===== src/rtl/fpu_adder_arbiter_pkg.sv =====
// Shared FPU types: IEEE-754 single layout, adder status code, and the
// {valid, id} tag that rides alongside the external adder pipeline.
package fpu_adder_arbiter_pkg;

  typedef struct packed {
    logic        sign;
    logic [7:0]  exp;
    logic [22:0] mant;
  } float_point_num;

  typedef logic [1:0] fpu_state_t;

  // Wide enough for up to 8 requesters.
  localparam int ID_W = 3;

  typedef struct packed {
    logic            vld;
    logic [ID_W-1:0] id;
  } fpu_tag_t;

endpackage


===== src/rtl/fpu_adder_arbiter_rr.sv =====
// N-way round-robin arbiter: search starts one past the last winner.
module rr_arbiter #(
  parameter int N = 4
) (
  input  logic                                 clk,
  input  logic                                 rst,
  input  logic [N-1:0]                         i_req,
  output logic [N-1:0]                         o_gnt,
  output logic [(N > 1 ? $clog2(N) : 1)-1:0]   o_gnt_idx,
  output logic                                 o_gnt_vld
);

  localparam int IW = (N > 1) ? $clog2(N) : 1;

  logic [IW-1:0] r_ptr;
  logic [IW-1:0] w_idx;

  // First requesting index at or after the pointer, wrapping around.
  always_comb begin
    o_gnt     = '0;
    o_gnt_idx = '0;
    o_gnt_vld = 1'b0;
    w_idx     = '0;
    for (int k = 0; k < N; k++) begin
      w_idx = IW'((int'(r_ptr) + k) % N);
      if (!o_gnt_vld && i_req[w_idx]) begin
        o_gnt[w_idx] = 1'b1;
        o_gnt_idx    = w_idx;
        o_gnt_vld    = 1'b1;
      end
    end
  end

  // Pointer moves only when something was granted.
  always_ff @(posedge clk or posedge rst) begin
    if (rst)            r_ptr <= '0;
    else if (o_gnt_vld) r_ptr <= (o_gnt_idx == IW'(N - 1)) ? '0 : o_gnt_idx + 1'b1;
  end

endmodule


===== src/rtl/fpu_adder_arbiter.sv =====
// Shares one external pipelined FP adder among N_REQ requesters. Grants are
// round-robin, limited to MAX_OUT in-flight ops per requester; a tag shift
// register aligned to the adder latency routes each result back to its owner.
module fpu_adder_arbiter
  import fpu_adder_arbiter_pkg::*;
#(
  parameter int N_REQ   = 4,
  parameter int LATENCY = 6,
  parameter int MAX_OUT = 3
) (
  input  logic                             clk,
  input  logic                             rst,
  input  logic           [N_REQ-1:0]       req_vld,
  input  float_point_num [N_REQ-1:0]       req_a,
  input  float_point_num [N_REQ-1:0]       req_b,
  output logic           [N_REQ-1:0]       req_rdy,
  output logic           [N_REQ-1:0]       rsp_vld,
  output float_point_num                   rsp_result,
  output fpu_state_t                       rsp_state,
  output float_point_num                   add_a,
  output float_point_num                   add_b,
  output logic                             add_vld,
  input  float_point_num                   add_result,
  input  fpu_state_t                       add_res_state,
  output logic                             busy
);

  localparam int IW = $clog2(N_REQ);
  localparam int CW = $clog2(MAX_OUT + 1);

  logic [N_REQ-1:0]           w_elig;
  logic [N_REQ-1:0]           w_gnt;
  logic [IW-1:0]              w_gnt_idx;
  logic                       w_gnt_vld;
  logic                       w_tag_any;
  logic [IW-1:0]              r_issue_id;
  fpu_tag_t [LATENCY-1:0]     r_tag;
  logic [N_REQ-1:0][CW-1:0]   r_cnt;

  // Eligible = asking and below its in-flight cap; nothing is granted in reset.
  always_comb begin
    w_elig = '0;
    for (int i = 0; i < N_REQ; i++)
      w_elig[i] = !rst && req_vld[i] && (r_cnt[i] < CW'(MAX_OUT));
  end

  rr_arbiter #(.N(N_REQ)) u_rr (
    .clk       (clk),
    .rst       (rst),
    .i_req     (w_elig),
    .o_gnt     (w_gnt),
    .o_gnt_idx (w_gnt_idx),
    .o_gnt_vld (w_gnt_vld)
  );

  assign req_rdy = w_gnt;

  // Issue register: the granted operands go to the adder one cycle later.
  always_ff @(posedge clk or posedge rst) begin
    if (rst) begin
      add_vld    <= 1'b0;
      add_a      <= '0;
      add_b      <= '0;
      r_issue_id <= '0;
    end else begin
      add_vld <= w_gnt_vld;
      if (w_gnt_vld) begin
        add_a      <= req_a[w_gnt_idx];
        add_b      <= req_b[w_gnt_idx];
        r_issue_id <= w_gnt_idx;
      end
    end
  end

  // Tag pipe: last stage lines up with add_result for the same operation.
  always_ff @(posedge clk or posedge rst) begin
    if (rst) begin
      r_tag <= '0;
    end else begin
      r_tag[0] <= '{vld: add_vld, id: ID_W'(r_issue_id)};
      for (int k = 1; k < LATENCY; k++) r_tag[k] <= r_tag[k-1];
    end
  end

  // Response register: capture the adder output only under a valid tag.
  always_ff @(posedge clk or posedge rst) begin
    if (rst) begin
      rsp_vld    <= '0;
      rsp_result <= '0;
      rsp_state  <= '0;
    end else begin
      rsp_vld <= '0;
      if (r_tag[LATENCY-1].vld) begin
        rsp_vld    <= N_REQ'(1) << r_tag[LATENCY-1].id;
        rsp_result <= add_result;
        rsp_state  <= add_res_state;
      end
    end
  end

  // In-flight counters: +1 on grant, -1 on response, unchanged when both.
  always_ff @(posedge clk or posedge rst) begin
    if (rst) begin
      r_cnt <= '0;
    end else begin
      for (int i = 0; i < N_REQ; i++) begin
        case ({w_gnt[i], rsp_vld[i]})
          2'b10:   r_cnt[i] <= r_cnt[i] + 1'b1;
          2'b01:   r_cnt[i] <= r_cnt[i] - 1'b1;
          default: r_cnt[i] <= r_cnt[i];
        endcase
      end
    end
  end

  // Any valid tag anywhere in the pipe.
  always_comb begin
    w_tag_any = 1'b0;
    for (int k = 0; k < LATENCY; k++) w_tag_any = w_tag_any | r_tag[k].vld;
  end

  assign busy = add_vld | w_tag_any | (|rsp_vld);

endmodule

===== config.mk =====
export PLATFORM = sky130hd
export DESIGN_NAME = fpu_adder_arbiter
export DESIGN_NICKNAME = d
export VERILOG_FILES = /design/src/rtl/fpu_adder_arbiter_pkg.sv /design/src/rtl/fpu_adder_arbiter_rr.sv /design/src/rtl/fpu_adder_arbiter.sv
export SDC_FILE = /design/constraint.sdc
export NUM_CORES = 1
export LEC_CHECK = 0
export ABC_CLOCK_PERIOD_IN_PS = 13170
export CAP_MARGIN = 20
export CORE_AREA = 2 2 157 159
export DETAILED_ROUTE_END_ITERATION = 6
export DIE_AREA = 0 0 159 161
export PLACE_DENSITY = 0.82
export SYNTH_ARGS = -nofsm -noshare
export SYNTH_HDL_FRONTEND = slang
export SYNTH_SLANG_ARGS = --single-unit
export TNS_END_PERCENT = 10

===== constraint.sdc =====
create_clock -name clk -period 13.17 [get_ports clk]
set_input_delay 3.2925 -clock clk [delete_from_list [all_inputs] [get_ports clk]]
set_output_delay 3.2925 -clock clk [all_outputs]
set_load 0.005 [all_outputs]

==> metrics.yaml, run 1 <==
status: "complete, no violations"
ios: 404
grt_setup_unrepaired: "false"
wirelength_mm: 28.56
worstReg2RegStart: "u_rr.r_ptr[0]"
grt_usage_pct: 21.71
maxCapViolCount: 0
cts_resized: 0
critPathMaxFanout: 88
fin_setup_tns_ns: 0
syn_area_mm2: 0.008179
vias: 8028
std_cell_rows: 57
synth_top_area_cell: "dfrtp_1"
worstPathArrival_ns: 6.42
place_congestion: 0.8657
end_kind: "output port"
grt_pass1_wl_mm: 44.54
die_w_um: 159
port_buffers: 403
worst_slew_pin_slew_ns: 1.029
min_to: "r_tag[13]"
hold_violations: 0
antenna_found_initial: 1
syn-num-nets: 1118
multi_input_area_mm2: 0.004531
yosysUniqueCellTypes: 46
fmax_mhz: 103.0
fin_area_mm2: 0.01306
wl_met2_mm: 14.11
ir_drop_uv: 183.7
holdBufCountCts: 0
fin_hold_ws_ns: 0.3398
antenna_left: 0
drc: 0
dr.pass1.iters: 6
worst-setup-path-type: "in2out"
period_needed_ns: 9.709
synthTopCellsByArea: "dfrtp_1 (41%), mux2i_1 (16%), a211oi_1 (6.0%), a2111oi_0 (4.8%), mux2_2 (4.7%)"
yosysWarnings: 0
ys_seq_area_share_pct: 40.69
start_kind: "input pin"
cp.required_ns: 9.88
start_util_pct: 34.13
first_global_vias: 8083
synth_edf_count: 0
async_reset_ff_share_pct: 100.0
regArea_mm2: 0.003329
synthesis.instances: 809
route.met3.wl_mm: 2.161
hpwl_mm: 19.87
clockBufferDepth: 2
cts.clk_slew.worst_paths_ns: 0.07
grt_max_degree: 89
wl_met1_mm: 11.68
ys_ff_latch: 133
core_mm2: 0.02396
layout-drive-gt1-share_pct: 9.253
clkSinkCount: 133
grt_overflow: 0
die_area_mm2: 0.02560
fin_nets: 1475
power.total_mw: 2.986
reg2reg_to: "add_a[27]"
fillers: 2125
h-tree-depth: 4
maxSlewHeadroom_pct: 31.39
synth_top_area_share_pct: 40.69
slew_viol_final: 0
cts-buffers-inserted: 17
top_layer: "met4"
ys.flop_type: "dfrtp_1"
reg2reg_depth: 10
cts_root_buffer: "clkbuf_16"
viasPerCell: 5.341
place_area_mm2: 0.01242
area_growth_pct: 59.64
postCtsSetupBuffers: 0
fin_crit_sh_pct: 73.72
power_leakage_nw: 5.216
cts_tree: "done"
clk_latency_ns: 0.42
final_util_pct: 54.49
syn_avg_cell_area_um2: 10.11
p_per_area_mw_per_mm2: 228.7
reg2reg_slack_ns: 8.50
avgRoutedWirePerCell_um: 19.00
setup_viol: 0
min_path_type: "reg2reg"
holdPathStages: 0
hp-start: "r_tag[9]"
first_iter_violations: 490
fin_skew_ns: 0.01147
die_y_um: 161
-- per-stage QoR --
stage | std cells | setup slack (ns)
floorplan | 809 | 2.218
global placement | 1471 | 3.540
detailed placement | 1471 | 3.456
CTS | 1502 | 3.450
global route | 1502 | 3.187
finish | 1503 | 3.461
-- cell families (layout without fill, tap and decap cells) --
logic type               count (synthesis)  after routing  synth area share, %
adder cells (fa/ha/maj)                 13             13                1.989
buffers and inverters                   82            451                4.405
other                                    0              1                    0
multiplexers                           166            166                21.29
XOR/XNOR                                12             12                1.285
flip-flops                             133            133                40.69
AND/OR/NAND/NOR                        242            242                12.93
AO/OA/AOI/OAI                          161            161                17.41
-- synthesized netlist by cell type (all sizes together), types with 3 or more instances --
master     n
nand2     75
a21oi      4
inv        4
clkbuf    56
mux2      34
xor2       4
a211oi    65
nor2      78
buf       21
a221o      4
nor4       4
nand3     67
a221oi     5
mux2i    130
ha        13
a2111oi   65
nor3       6
xnor2      8
dfrtp    133
and3       3
a22oi      5
o21ai      4
a21o       3
-- routing by layer --
layer  vias up  track usage [%]
met5         -                0
met3        40            6.163
met1      3836            26.39
met4         0            6.240
met2       379            37.67
li1       3773                -
-- sequential cells by signal (all words and copies together) (netlist names) --
name,cells
rsp_state,2
add_vld,1
rsp_vld,4
rsp_result,32
r_tag,18
r_issue_id,2
add_b,32
r_cnt,8
u_rr.r_ptr,2
add_a,32
-- worst max-delay path by stage --
stage,depth (start not counted),slack (ns),to,start
4_1_cts,8,3.45,req_rdy[0],rst
6_report,8,3.46,req_rdy[0],rst
2_1_floorplan,7,2.22,req_rdy[0],rst
5_1_grt,8,3.19,req_rdy[1],rst
3_5_place_dp,8,3.46,req_rdy[0],rst
3_3_place_gp,8,3.54,req_rdy[0],rst
-- worst max-delay path, cell delays in order --
cell             delay, ns
clkdlybuf4s50_1       0.54
inv_6                 0.59
and4_1                0.39
nor3_1                0.08
nor2_1                0.56
nor2_1                0.15
a221o_1               0.31
clkdlybuf4s50_1       0.46
-- final cells by class --
class                           instances  share of cell area, %
Multi-Input combinational cell        594                  34.70
Timing Repair Buffer                  415                  31.58
Sequential cell                       133                  25.50
Clock buffer                           17                  3.258
Tap cell                              324                  3.105
Clock inverter                         14                  1.639
Inverter                                5                 0.2012
Antenna cell                            1                0.01916
-- power breakdown --
group / internal [mW] / total (mW) / leakage (nW) / switching, mW
Clock: 0.323 / 0.529 / 0.311 / 0.206
Combinational: 0.846 / 1.74 / 3.36 / 0.889
Sequential: 0.606 / 0.721 / 1.55 / 0.116
Total: 1.78 / 2.99 / 5.22 / 1.21
-- layout by cell type (no fill, tap or decap), types with 6 or more instances in the layout --
cell type and count:
a2111oi_0 45, a2111oi_2 20, a211oi_1 65, buf_4 12
clkbuf_16 17, clkdlybuf4s50_1 403, dfrtp_1 132, ha_1 13
mux2_2 34, mux2i_1 128, nand2_1 75, nand3_1 67
nor2_1 78, nor3_1 6, xnor2_1 8
No activity file was read; power rests on OpenSTA's default activity.
==> run 2, diff against run 1 <==
--- a/config.mk
+++ b/config.mk
@@ -5,12 +5,12 @@
 export SDC_FILE = /design/constraint.sdc
 export NUM_CORES = 1
 export LEC_CHECK = 0
-export ABC_CLOCK_PERIOD_IN_PS = 13170
+export ABC_CLOCK_PERIOD_IN_PS = 9200
 export CAP_MARGIN = 20
-export CORE_AREA = 2 2 157 159
+export CORE_AREA = 2 2 158 160
 export DETAILED_ROUTE_END_ITERATION = 6
-export DIE_AREA = 0 0 159 161
-export PLACE_DENSITY = 0.82
+export DIE_AREA = 0 0 160 162
+export PLACE_DENSITY = 0.81
 export SYNTH_ARGS = -nofsm -noshare
 export SYNTH_HDL_FRONTEND = slang
 export SYNTH_SLANG_ARGS = --single-unit
==> constraint.sdc (replaced) <==
create_clock -name clk -period 9.2 [get_ports clk]
set_input_delay 2.3 -clock clk [delete_from_list [all_inputs] [get_ports clk]]
set_output_delay 2.3 -clock clk [all_outputs]
set_load 0.005 [all_outputs]
==> metrics.yaml, run 2 (same netlist as run 1, synthesis figures left out) <==
status: "complete, no violations"  # unchanged
period_needed_ns: 7.716
vias: 8073  # was 8028
drc: 0  # unchanged
endpoint: "req_rdy[3]"  # was req_rdy[0]
reg2reg_depth: 9  # was 10
fin_nets: 1477  # was 1475
cts_resized: 0  # unchanged
worst_slew_pin_slew_ns: 0.9851  # was 1.029 ns
cp.required_ns: 6.90  # was 9.88 ns
cts_root_buffer: "clkbuf_16"  # unchanged
critPathLaunch: "rst"  # unchanged
min_path_type: "reg2reg"  # unchanged
grt_pass1_wl_mm: 45.45  # was 44.54 mm
postCtsSetupBuffers: 0  # unchanged
std_cell_rows: 57  # unchanged
fin_setup_tns_ns: 0  # unchanged
worst-setup-path-type: "in2out"  # unchanged
grt_overflow: 0  # unchanged
start_util_pct: 33.93  # was 34.13%
reg2reg_slack_ns: 4.56  # was 8.50 ns
dr.pass1.iters: 6  # unchanged
antenna_cells: 0  # was 1
h-tree-depth: 4  # unchanged
maxSlewHeadroom_pct: 32.92  # was 31.39%
first_global_vias: 8309  # was 8083
holdBufCountCts: 0  # unchanged
hpwl_mm: 20.82  # was 19.87 mm
grt_setup_unrepaired: "false"  # unchanged
worstReg2RegStart: "u_rr.r_ptr[0]"  # unchanged
clockBufferDepth: 2  # unchanged
port_buffers: 403  # unchanged
hold_violations: 0  # unchanged
worstPathArrival_ns: 5.42  # was 6.42 ns
fmax_mhz: 129.6
p_per_area_mw_per_mm2: 327.3  # was 228.7 mW/mm2
cts.clk_slew.worst_paths_ns: 0.06  # was 0.07 ns
fin_area_mm2: 0.01308  # was 0.01306 mm2
reg2reg_to: "add_a[31]"  # was add_a[27]
start_kind: "input pin"  # unchanged
antenna_found_initial: 0  # was 1
cts-buffers-inserted: 17  # unchanged
place_area_mm2: 0.01246  # was 0.01242 mm2
avgRoutedWirePerCell_um: 19.29  # was 19.00 um
power_leakage_nw: 5.231  # was 5.216 nW
first_iter_violations: 412  # was 490
viasPerCell: 5.364  # was 5.341
ios: 404  # unchanged
area_growth_pct: 59.89  # was 59.64%
ir_drop_uv: 184.2  # was 183.7 uV
fin_crit_sh_pct: 83.87
die_area_mm2: 0.02592  # was 0.02560 mm2
wirelength_mm: 29.03  # was 28.56 mm
place_congestion: 0.8314  # was 0.8657
cts_tree: "done"  # unchanged
maxCapViolCount: 0  # unchanged
antenna_left: 0  # unchanged
reg_top3: "add_a: 32 flops, add_b: 32 flops, rsp_result: 32 flops"  # unchanged
final_cell_mix: "clkdlybuf4s50_1 (403), dfrtp_1 (132), mux2i_1 (128)"  # unchanged
layout_commonest_cell: "clkdlybuf4s50_1"  # unchanged
die_y_um: 162  # was 161 um
critPathMaxFanout: 69  # was 88
core_mm2: 0.02411  # was 0.02396 mm2
grt_usage_pct: 22.12  # was 21.71%
clkSinkCount: 133  # unchanged
slew_viol_final: 0  # unchanged
setup_viol: 0  # unchanged
layout-drive-gt1-share_pct: 9.483  # was 9.253%
fin_skew_ns: 0.01775  # was 0.01147 ns
die_w_um: 160  # was 159 um
grt_max_degree: 73  # was 89
clk_latency_ns: 0.42  # about the same
end_kind: "output port"  # unchanged
==> run 2: through the flow <==
step	instances	total power [mW]	hold WS [ns]	util [%]	setup WS (ns)
finish	1505	4.281	0.3449	54.25	1.484
global placement	1473	3.510	0.3316	51.67	1.546
CTS	1505	4.332	0.3416	54.25	1.454
detailed placement	1473	3.584	0.3347	51.67	1.483
floorplan	809	2.572	0.3312	-	0.2332
global route	1505	4.580	0.3541	54.25	1.225
==> run 2: critical path, cell delays in order <==
cell and delay (ns):
clkdlybuf4s50_1 0.65, inv_6 0.28, and3_4 0.28, mux4_2 0.58, a21oi_1 0.32, a22oi_1 0.12, nor2_1 0.18, a221o_1 0.15
clkdlybuf4s50_1 0.53
==> run 2: worst min path at each step <==
stage,startpoint,endpoint,slack (ns),cells past startpoint
floorplan,r_tag[8],r_tag[12],0.33,0
global placement,r_tag[5],r_tag[9],0.33,0
detailed placement,r_tag[13],r_tag[17],0.33,0
CTS,r_tag[8],r_tag[12],0.34,0
global route,r_tag[13],r_tag[17],0.35,0
finish,r_tag[9],r_tag[13],0.34,0
==> run 2: layout make-up <==
cell class | instances | area (um2)
well taps | 324 | 405.4
clock inverters | 14 | 182.7
fillers | 2129 | 11030
clock buffers | 18 | 439.2
repair buffers | 417 | 4164
inverters | 5 | 26.28
multi-input cells | 594 | 4531
flip-flops and latches | 133 | 3329
==> run 2: power breakdown <==
| part | switching [mW] | internal [mW] | total [mW] | leakage, nW |
|---|---|---|---|---|
| clock network | 0.303 | 0.421 | 0.725 | 0.307 |
| registers | 0.167 | 0.867 | 1.03 | 1.55 |
| logic | 1.29 | 1.23 | 2.52 | 3.38 |
| total | 1.76 | 2.52 | 4.28 | 5.23 |
==> run 2: routing by layer <==
layer | global-route usage (%) | vias up | routed length (um)
met5 | 0 | - | 0
met4 | 7.944 | 0 | 758
met3 | 6.588 | 53 | 2436
met2 | 38.17 | 381 | 14470
met1 | 26.24 | 3872 | 11360
li1 | - | 3767 | -
==> run 3, diff against run 2 <==
--- a/config.mk
+++ b/config.mk
@@ -5,12 +5,12 @@
 export SDC_FILE = /design/constraint.sdc
 export NUM_CORES = 1
 export LEC_CHECK = 0
-export ABC_CLOCK_PERIOD_IN_PS = 9200
+export ABC_CLOCK_PERIOD_IN_PS = 6900
 export CAP_MARGIN = 20
-export CORE_AREA = 2 2 158 160
+export CORE_AREA = 2 2 157 159
 export DETAILED_ROUTE_END_ITERATION = 6
-export DIE_AREA = 0 0 160 162
-export PLACE_DENSITY = 0.81
+export DIE_AREA = 0 0 159 161
+export PLACE_DENSITY = 0.85
 export SYNTH_ARGS = -nofsm -noshare
 export SYNTH_HDL_FRONTEND = slang
 export SYNTH_SLANG_ARGS = --single-unit
==> constraint.sdc (replaced) <==
create_clock -name clk -period 6.9 [get_ports clk]
set_input_delay 1.725 -clock clk [delete_from_list [all_inputs] [get_ports clk]]
set_output_delay 1.725 -clock clk [all_outputs]
set_load 0.005 [all_outputs]
==> metrics.yaml, run 3 (same netlist as run 1, synthesis figures left out) <==
layout-drive-gt1-share_pct: 9.797  # was 9.483%
fin_nets: 1480  # was 1477
end_kind: "output port"  # unchanged
vias: 8141  # was 8073
cts.clk_slew.worst_paths_ns: 0.07  # was 0.06 ns
reg2reg_depth: 9  # unchanged
setup_slack_ns: 0.6485  # was 1.484 ns
clk_latency_ns: 0.42  # about the same
worst-setup-path-type: "in2out"  # unchanged
postCtsSetupBuffers: 0  # unchanged
reg2reg_to: "add_a[27]"  # was add_a[31]
met2_usage_pct: 38.44  # was 38.17%
ir_drop_uv: 213.3  # was 184.2 uV
holdBufCountCts: 0  # unchanged
wirelength_mm: 28.48  # was 29.03 mm
fin_setup_tns_ns: 0  # unchanged
holdPathStages: 0  # unchanged
slew_viol_final: 0  # unchanged
fin_skew_ns: 0.01636  # was 0.01775 ns
viasPerCell: 5.399  # was 5.364
internal_power_mw: 3.359  # was 2.517 mW
setup_viol: 0  # unchanged
grt_usage_pct: 21.90  # was 22.12%
critPathMaxFanout: 12  # was 69
hold_violations: 0  # unchanged
power_leakage_nw: 5.243  # was 5.231 nW
antenna_cells: 0  # unchanged
grt_busiest_layer: "met2"  # unchanged
drc: 0  # unchanged
power.total_mw: 5.708  # was 4.281 mW
die_y_um: 161  # was 162 um
first_global_vias: 8367  # was 8309
avgRoutedWirePerCell_um: 18.88  # was 19.29 um
p_per_area_mw_per_mm2: 435.2  # was 327.3 mW/mm2
antenna_left: 0  # unchanged
period_needed_ns: 6.251
cts_root_buffer: "clkbuf_16"  # unchanged
maxCapViolCount: 0  # unchanged
hpwl_mm: 20.46  # was 20.82 mm
p_seq_share_pct: 24.1  # was 24.2%
fillers: 2104  # was 2129
regArea_mm2: 0.003332  # was 0.003329 mm2
place_congestion: 0.8554  # was 0.8314
cp.required_ns: 5.18  # was 6.90 ns
min_to: "r_tag[17]"  # was r_tag[13]
area_growth_pct: 60.35  # was 59.89%
min_path_type: "reg2reg"  # unchanged
core_mm2: 0.02396  # was 0.02411 mm2
fin_crit_sh_pct: 90.60
grt_overflow: 0  # unchanged
met3_usage_pct: 6.189  # was 6.588%
status: "complete, no violations"  # unchanged
hp-start: "r_tag[13]"  # was r_tag[9]
clockBufferDepth: 2  # unchanged
std_cell_rows: 57  # unchanged
multi_input_area_mm2: 0.004534  # was 0.004531 mm2
h-tree-depth: 4  # unchanged
port_buffers: 403  # unchanged
power.share.clock_pct: 17.0  # was 16.9%
p_comb_share_pct: 58.9  # about the same
layout_commonest_cell: "clkdlybuf4s50_1"  # unchanged
grtUsageMet1_pct: 26.06  # was 26.24%
grt_setup_unrepaired: "false"  # unchanged
switching_power_mw: 2.349  # was 1.763 mW
antenna_found_initial: 0  # unchanged
grt_max_degree: 81  # was 73
start_util_pct: 34.13  # was 33.93%
final_util_pct: 54.73  # was 54.25%
clkSinkCount: 133  # unchanged
fin_area_mm2: 0.01312  # was 0.01308 mm2
fmax_mhz: 160.0
die_area_mm2: 0.02560  # was 0.02592 mm2
worstPathArrival_ns: 4.53  # was 5.42 ns
ios: 404  # unchanged
place_area_mm2: 0.01248  # was 0.01246 mm2
cts_tree: "done"  # unchanged
dp_slack_ns: 0.7602  # was 1.483 ns
cts-buffers-inserted: 17  # unchanged
final_cell_mix: "clkdlybuf4s50_1 (403), dfrtp_1 (132), mux2i_1 (128)"  # unchanged
grt_pass1_wl_mm: 45.08  # was 45.45 mm
dr.pass1.iters: 5  # was 6
die_w_um: 159  # was 160 um
worstReg2RegStart: "u_rr.r_ptr[0]"  # unchanged
sw_frac_of_total_pct: 41.15  # was 41.19%
start_kind: "input pin"  # unchanged
worst_slew_pin_slew_ns: 0.9881  # was 0.9851 ns
reg_top3: "add_a: 32 flops, add_b: 32 flops, rsp_result: 32 flops"  # unchanged
reg2reg_slack_ns: 2.81  # was 4.56 ns
cts_resized: 0  # unchanged
first_iter_violations: 549  # was 412
maxSlewHeadroom_pct: 34.12  # was 32.92%
-- run 3: layer usage --
| layer | part of all wire, % | vias up |
|---|---|---|
| met2 | 49 | 422 |
| met4 | 2.8 | 0 |
| met1 | 40 | 3881 |
| met5 | 0 | - |
| met3 | 8.2 | 59 |
| li1 | - | 3779 |
-- run 3: final cells by class --
cell class / count / area share [%]
clock buffer: 17 / 3.244
multi-input combinational: 594 / 34.57
tap: 324 / 3.091
clock inverter: 15 / 1.574
sequential: 133 / 25.41
timing repair buffer: 420 / 31.92
inverter: 5 / 0.1908
-- run 3: worst max-delay path by stage --
| stage | start | end | slack (ns) | cells after the start |
|---|---|---|---|---|
| floorplan | rst | req_rdy[0] | -0.10 | 6 |
| global placement | rst | req_rdy[2] | 0.80 | 9 |
| detailed placement | rst | req_rdy[2] | 0.76 | 8 |
| CTS | rst | req_rdy[2] | 0.71 | 8 |
| global route | rst | req_rdy[2] | 0.45 | 8 |
| finish | rst | req_rdy[2] | 0.65 | 8 |
-- run 3: through the flow --
step                      cells  hold slack (ns)
final                      1508           0.3371
after global routing       1508           0.3435
after CTS                  1508           0.3388
after detailed placement   1476           0.3347
after global placement     1476           0.3327
after floorplan             809           0.3312
-- run 3: critical path, stage by stage --
cell	delay, ns
clkdlybuf4s50_1	0.51
nand2b_1	0.24
a211oi_1	0.40
nor3_1	0.10
nor2_1	0.59
nor2_1	0.16
a221o_1	0.32
clkdlybuf4s50_1	0.48
-- run 3: power groups by stage --
stage | logic (mW) | registers [mW] | clock network, mW
2_1_floorplan | 2.06 | 1.37 | 0
3_3_place_gp | 3.28 | 1.37 | 0
3_5_place_dp | 3.37 | 1.38 | 0
4_1_cts | 3.38 | 1.38 | 0.996
5_1_grt | 3.63 | 1.42 | 1.03
6_report | 3.36 | 1.37 | 0.970
